<file path="src/rtl/l1i_nway_cache_control.sv">
// Control FSM for an N-way set-associative, read-only L1 instruction cache.
// Handles hit service, miss fetch/fill sequencing, tree-PLRU updates and hit/miss statistics.
module l1i_nway_cache_control #(
    parameter int NUM_WAYS = 2,
    parameter int COUNT_W  = 32
) (
    input  logic                clk,
    input  logic                rst,
    input  logic                mem_read,
    output logic                mem_resp,
    input  logic [NUM_WAYS-1:0] hit_vec,
    input  logic [NUM_WAYS-1:0] valid_vec,
    input  logic [NUM_WAYS-2:0] plru_out,
    output logic [NUM_WAYS-2:0] plru_in,
    output logic                plru_W,
    output logic [NUM_WAYS-1:0] way_W,
    output logic                load_mar,
    output logic                load_mdr,
    output logic                addr_mux_sel,
    output logic                pmem_read,
    input  logic                pmem_resp,
    input  logic                hit_clear,
    input  logic                miss_clear,
    output logic [COUNT_W-1:0]  hit_count,
    output logic [COUNT_W-1:0]  miss_count
);

    localparam int WAY_W = $clog2(NUM_WAYS);
    localparam int NODES = NUM_WAYS - 1;

    typedef enum logic [1:0] {
        IDLE  = 2'd0,
        FETCH = 2'd1,
        FILL  = 2'd2
    } state_t;

    state_t             state_reg, state_next;
    logic [WAY_W-1:0]   victim_q_reg, victim_q_next;
    logic [COUNT_W-1:0] hit_count_reg, hit_count_next;
    logic [COUNT_W-1:0] miss_count_reg, miss_count_next;

    logic [WAY_W-1:0]   hit_way;
    logic [WAY_W-1:0]   invalid_way;
    logic               invalid_found;
    logic [WAY_W-1:0]   victim;
    logic               hit_inc;
    logic               miss_inc;

    // Walk the heap-ordered tree from the root: bit 0 descends left, bit 1 right.
    function automatic logic [WAY_W-1:0] plru_victim(input logic [NODES-1:0] bits);
        int               idx;
        logic [NODES-1:0] sh;
        idx = 0;
        for (int lvl = 0; lvl < WAY_W; lvl++) begin
            sh  = bits >> idx;
            idx = sh[0] ? (2 * idx + 2) : (2 * idx + 1);
        end
        return WAY_W'(idx - NODES);
    endfunction

    // Climb from the touched leaf, pointing each ancestor at the sibling subtree.
    function automatic logic [NODES-1:0] plru_touch(input logic [NODES-1:0] bits,
                                                    input logic [WAY_W-1:0] way);
        logic [NODES-1:0] res;
        logic [NODES-1:0] mask;
        int               node;
        int               parent;
        res  = bits;
        node = NODES + int'(way);
        for (int lvl = 0; lvl < WAY_W; lvl++) begin
            parent = (node - 1) / 2;
            mask   = NODES'(1) << parent;
            if ((node % 2) == 1) begin
                res = res | mask;
            end else begin
                res = res & ~mask;
            end
            node = parent;
        end
        return res;
    endfunction

    always_comb begin
        hit_way = '0;
        for (int i = 0; i < NUM_WAYS; i++) begin
            if (hit_vec[i]) begin
                hit_way = WAY_W'(i);
            end
        end
    end

    // Scanning downwards leaves the lowest-index invalid way as the final pick.
    always_comb begin
        invalid_found = 1'b0;
        invalid_way   = '0;
        for (int i = NUM_WAYS - 1; i >= 0; i--) begin
            if (!valid_vec[i]) begin
                invalid_found = 1'b1;
                invalid_way   = WAY_W'(i);
            end
        end
    end

    assign victim = invalid_found ? invalid_way : plru_victim(plru_out);

    always_comb begin
        state_next    = state_reg;
        victim_q_next = victim_q_reg;
        mem_resp      = 1'b0;
        plru_W        = 1'b0;
        plru_in       = '0;
        load_mar      = 1'b0;
        load_mdr      = 1'b0;
        addr_mux_sel  = 1'b0;
        pmem_read     = 1'b0;
        hit_inc       = 1'b0;
        miss_inc      = 1'b0;
        case (state_reg)
            IDLE: begin
                if (mem_read) begin
                    if (|hit_vec) begin
                        mem_resp = 1'b1;
                        plru_W   = 1'b1;
                        plru_in  = plru_touch(plru_out, hit_way);
                        hit_inc  = 1'b1;
                    end else begin
                        load_mar      = 1'b1;
                        victim_q_next = victim;
                        state_next    = FETCH;
                    end
                end
            end
            FETCH: begin
                pmem_read    = 1'b1;
                addr_mux_sel = 1'b1;
                if (pmem_resp) begin
                    load_mdr   = 1'b1;
                    state_next = FILL;
                end
            end
            FILL: begin
                // Completes even if the requester has gone away; the next IDLE lookup serves it.
                addr_mux_sel = 1'b1;
                plru_W       = 1'b1;
                plru_in      = plru_touch(plru_out, victim_q_reg);
                miss_inc     = 1'b1;
                state_next   = IDLE;
            end
            default: begin
                state_next = IDLE;
            end
        endcase
    end

    generate
        for (genvar gi = 0; gi < NUM_WAYS; gi++) begin : g_way_we
            assign way_W[gi] = (state_reg == FILL) && (victim_q_reg == WAY_W'(gi));
        end
    endgenerate

    // Clear beats a same-cycle increment; increments stop at all-ones.
    always_comb begin
        hit_count_next  = hit_count_reg;
        miss_count_next = miss_count_reg;
        if (hit_clear) begin
            hit_count_next = '0;
        end else if (hit_inc && (hit_count_reg != '1)) begin
            hit_count_next = hit_count_reg + COUNT_W'(1);
        end
        if (miss_clear) begin
            miss_count_next = '0;
        end else if (miss_inc && (miss_count_reg != '1)) begin
            miss_count_next = miss_count_reg + COUNT_W'(1);
        end
    end

    always_ff @(posedge clk) begin
        if (rst) begin
            state_reg      <= IDLE;
            victim_q_reg   <= '0;
            hit_count_reg  <= '0;
            miss_count_reg <= '0;
        end else begin
            state_reg      <= state_next;
            victim_q_reg   <= victim_q_next;
            hit_count_reg  <= hit_count_next;
            miss_count_reg <= miss_count_next;
        end
    end

    assign hit_count  = hit_count_reg;
    assign miss_count = miss_count_reg;

    hit_onehot_check: assert property (@(posedge clk) disable iff (rst)
        mem_read |-> $onehot0(hit_vec));

endmodule

</file>
<file path="config.mk">
export PLATFORM = sky130hd
export DESIGN_NAME = l1i_nway_cache_control
export DESIGN_NICKNAME = d
export VERILOG_FILES = /design/src/rtl/l1i_nway_cache_control.sv
export SDC_FILE = /design/constraint.sdc
export NUM_CORES = 1
export LEC_CHECK = 0
export ABC_AREA = 1
export ABC_CLOCK_PERIOD_IN_PS = 2090
export CAP_MARGIN = 20
export CORE_ASPECT_RATIO = 1.1
export CORE_MARGIN = 5
export CORE_UTILIZATION = 52
export CTS_CLUSTER_SIZE = 28
export DETAILED_ROUTE_END_ITERATION = 12
export PLACE_DENSITY_LB_ADDON = 0.08
export SYNTH_ARGS = -nofsm -noshare
export SYNTH_HDL_FRONTEND = slang
export SYNTH_SLANG_ARGS = --single-unit
</file>
<file path="constraint.sdc">
create_clock -name clk -period 2.09 [get_ports clk]
set_input_delay 0.3135 -clock clk [delete_from_list [all_inputs] [get_ports clk]]
set_output_delay 0.3135 -clock clk [all_outputs]
set_load 0.01 [all_outputs]
</file>
Yosys cells after proc, flatten, opt, wreduce, memory -nomap -nowiden
Cells that the tools add are included.
W data, S select, Z words.

word-level totals
  bits in writable memories = 0
  memories = 0
  latch bits = 0
  input port bits = 11
  register bits after elaboration = 67
  output and inout port bits = 73
  ROM bits = 0

operators by class
  shift operators = 2
  order comparisons = 0
  $mul = 0
  multiplexer cells = 27
  equal/unequal tests = 9
  bitwise operators = 12
  reduce and logical (&&, ||, !) cells = 11
  $add $sub $neg = 9
  div/mod/pow operators = 0

operators with widths
  cell                     number
  $add A32 B1 Y32          2
  $add A32 B1 Y32 const B  2
  $ne A32 B32 Y1 const B   2
  $shl A1 B32 Y1 const A   2
  $mux W1                  21
  $reduce_or A2 Y1         4
  $eq A2 B2 Y1 const B     3
  $mux W2                  3
  $ne A2 B2 Y1 const B     3
  $reduce_and A3 Y1        2
  $sub A2 B1 Y3 const B    2
  $add A1 B1 Y2 const A    2
  $and A1 B1 Y1            4
  $logic_and A1 B1 Y1      4
  $not A1 Y1               4
  $pmux W1 S2              2
  $pmux W2 S2              1
  $and A1 B1 Y1 const A    2
  $eq A2 B1 Y1 const B     1
  $logic_not A2 Y1         1
  $or A1 B1 Y1             2
  $sub A1 B1 Y1 const B    1

Depth between registers and ports, before layout
  word-level depth = 12
  mapped depth = 11
  depth with buffers taken out = 11

Worst setup path after synthesis
OpenSTA, ideal clock, no wires.

  path type = reg-to-reg
  start point = reg miss_count_reg[1], in the netlist miss_count[1]
  end point = reg miss_count_reg[18], in the netlist miss_count[18]
  slack = 408 ps
  path buffers = 2
  cell stages (with the launch flop) = 11
  arrival time = 1565 ps
  cell sequence = dfxtp_1 ha_1 nand2_2 nor2_4 nand2_4 nor2_8 nand2_2 buf_6 buf_6 a31oi_1 nor2_1

between the ends
  longest elaborated chain between the ends = 2
  elaborated cells between the ends (all ways) = 3

RTL lines
  element                                                  line  text
  start, declared                                          40    logic [COUNT_W-1:0] miss_count_reg, miss_count_next;
  start signal, assigned                                   187   miss_count_reg <= miss_count_next;
  branches (longest 2 deep; another with $add A32 B1 Y32)  --

Parallel ways; which one is timed is not known.
A chain may end at the register's enable or synchronous reset.

Final worst setup path
  start point = reg state_reg[0]
  end point = out way_W[0]

between the ends
  longest elaborated chain between the ends = 2

RTL lines
  element                 line  text
  start, declared         37    state_t state_reg, state_next;
  start signal, assigned  184   state_reg <= state_next;
  $eq A2 B2 Y1            157   assign way_W[gi] = (state_reg == FILL) && (victim_q_reg == WAY_W'(gi));
  $logic_and A1 B1 Y1     157
  end, declared           16    output logic [NUM_WAYS-1:0] way_W,

No other way between the ends.

==> flow_summary.yaml <==
cts:
  clk_pin_slew_ns: 0.08
  clk_latency_ns: 0.36
  cts_htree_levels: 3
  cts_buffers: 9
  clk_path_buf_depth: 2
  cts_setup_buffers: 0
  cts_tree: "built"
  cts-root-buf: "clkbuf_8"
  clkSinkCount: 67
die:
  row_count: 34
  die_h_um: 103.7
  core-area_um2: 7870
  io_pins: 84
  dieArea_um2: 9875
  dieWidth_um: 95.21
  floorplan.initialDensity_pct: 52.77
timing:
  worst_clock_skew_ns: 0.01360
  period_needed_ns: 2.002
  period_share_pct: 95.79
  worstMarginPinSlew_ns: 0.4979
  maxSlewViolCount: 0
  fmax_ghz: 0.4995
  hold_viol_final: 0
  relSlewSlack_pct: 66.68
  setup_violations: 0
  holdWs_ns: 0.4944
  rsz0062_at_grt: "false"
power:
  vdd_drop_max_mv: 0.2982
  power-per-cell-area_nw_per_um2: 542.8
  leakage_nw: 2.080
routing:
  wl_per_cell_um: 13.52
  viasPerCell: 5.163
  ant_nets: 0
  dr.first_iter.drc_count: 122
  drt-total-wl_mm: 12.26
  dr.pass1.iters: 5
  drc: 0
  num_vias: 4683
setup_path:
  start_kind: "register"
  crit_type: "reg -> out"
  slowest_delay_ns: 0.56
  worstPathRequired_ns: 1.78
  crit_chain: "inv_1 -> ha_1 -> inv_1 -> nor2_1 -> clkdlybuf4s50_1"
  r2r-end: "hit_count[22]"
  cp_slowest_cell: "clkdlybuf4s50_1"
  critPathArrivalTime_ns: 1.69
  worst-path-max-fanout: 4
  end_kind: "output port"
  reg2reg_slack_ns: 0.21
  ff2ff_path_depth: 11
  crit_top_cell: "inv_1"
  r2r_start: "state_reg[0]"
finish:
  fillers: 724
  area_growth_pct: 30.40
  final_core_util_pct: 68.81
  drive_gt1_share_pct: 7.509
  final_nets: 811
  n_antenna_cell: 0
  fin_area_um2: 5415
logic_synthesis:
  synth.area.top_cells: "dfxtp_1 32%, nand2_1 17%, nor2_1 14%"
  synth_area_per_cell_um2: 5.958
  yosysTopAreaCell: "dfxtp_1"
  syn_inst: 697
  ys_types: 26
  synthesis.area_um2: 4153
  yosysSeqAreaShare_pct: 32.30
  syn_nets: 714
  synth-seq-cells: 67
  yosysWarnings: 0
  synth_top_area_share_pct: 32.30
min_path:
  holdPathEnd: "state_reg[0]"
  hold_class: "reg -> reg"
  hold_start: "state_reg[0]"
  whs_path_depth: 2
grt:
  grt_max_degree: 33
  grt_overflow: 0
  grt_pass1_vias: 4468
  antenna_found_initial: 0
  grt_first_pass_wirelength_mm: 20.42
  grt_usage_pct: 25.62
placed_design:
  gp_congestion: 0.9596
  placement.io_buffers: 83
  place_hpwl_mm: 9.440
  postPlaceCellArea_um2: 5159
outcome:
  outcome: "complete, no violations"
run:
  cap_viol_max_count: 0
kinds of logic after synthesis:
logic type | share of synthesized area (%)
flip-flops | 32.30
AO/OA/AOI/OAI | 8.828
buffers and inverters | 9.581
adder cells (fa/ha/maj) | 1.808
XOR/XNOR | 0.4219
AND/OR/NAND/NOR | 47.06
critical path: cells and delay by family, from the launching register on:
kind,cells,cell delay [ns]
and+or+nand+nor,1,0.12
buffers and inverters,3,0.71
adders and majority gates,1,0.17
DFF,1,0.34
worst max path at each step:
stage,endpoint,from,slack [ns],cells after the start
floorplan,miss_count[18],miss_count[1],0.41,10
global placement,mem_resp,mem_read,0.02,4
detailed placement,mem_resp,mem_read,-0.002,4
CTS,way_W[1],state_reg[0],0.05,6
global route,way_W[0],state_reg[0],0.0002,5
finish,way_W[0],state_reg[0],0.09,5
report_power, final:
group | internal (W) | switching, W
logic | 0.000120 | 0.000148
registers | 0.00129 | 0.0000120
clock network | 0.000803 | 0.000570
per-layer routing:
metal / global-route usage, % / vias to the layer above / share of wire (%)
li1: - / 2409 / -
met1: 27.99 / 2094 / 40
met2: 47.67 / 147 / 52
met3: 3.626 / 33 / 4.8
met4: 10.72 / 0 / 2.9
met5: 0 / - / 0
Yosys cell counts, drive strengths merged:
cell type and instances:
a211oi 1, a31oi 4, a31o 1, buf 8, nor3 9, nor2 169
nand3 72, o21ai 9, clkbuf 7, nand4 14, a21oi 50, inv 80
o21bai 3, nand2 192, dfxtp 67, xnor2 2, ha 6, o211ai 1
nand3b 2
cells in the final DEF, fill, tap and decap left out, types with 2 or more instances in the layout:
cell,n
nand2_1,186
nor2_1,154
inv_1,79
clkdlybuf4s50_1,78
nand3_1,71
dfxtp_1,66
a21oi_1,50
buf_4,18
nand4_1,14
nor2_2,9
o21ai_0,9
nor3_1,9
clkbuf_8,9
nand2_2,5
nor2_4,5
ha_1,5
a31oi_1,4
dlygate4sd2_1,4
o21bai_1,3
bufinv_16,3
xnor2_1,2
nand3b_1,2
inv_6,2
cell type report:
| type | count | area (um2) | area share, % |
|---|---|---|---|
| tap | 108 | 135.1 | 2.495 |
| clock buffer | 9 | 123.9 | 2.287 |
| sequential | 67 | 1343 | 24.79 |
| inverter | 80 | 300.3 | 5.545 |
| clock inverter | 7 | 123.9 | 2.287 |
| timing repair buffer | 101 | 963.4 | 17.79 |
| multi-input combinational | 535 | 2426 | 44.80 |
per-stage QoR:
stage	worst slack (ns)	cells	power, W	TNS [ns]
after floorplan	0.4081	697	0.001462	0
after detailed placement	-0.002049	891	0.001599	-0.003362
after global placement	0.01555	891	0.001592	0
final	0.08795	907	0.002939	0
after global routing	0.0002395	907	0.003036	0
after CTS	0.04699	907	0.002951	0
what timing repair did:
item / CTS / global route
pin swaps: 0 / 0
setup endpoints to repair: 4 / 1
gates resized for setup: 9 / 1
hold buffers: 0 / 0
hold endpoints to repair: 0 / 0
No activity file was read; power rests on OpenSTA's default activity.
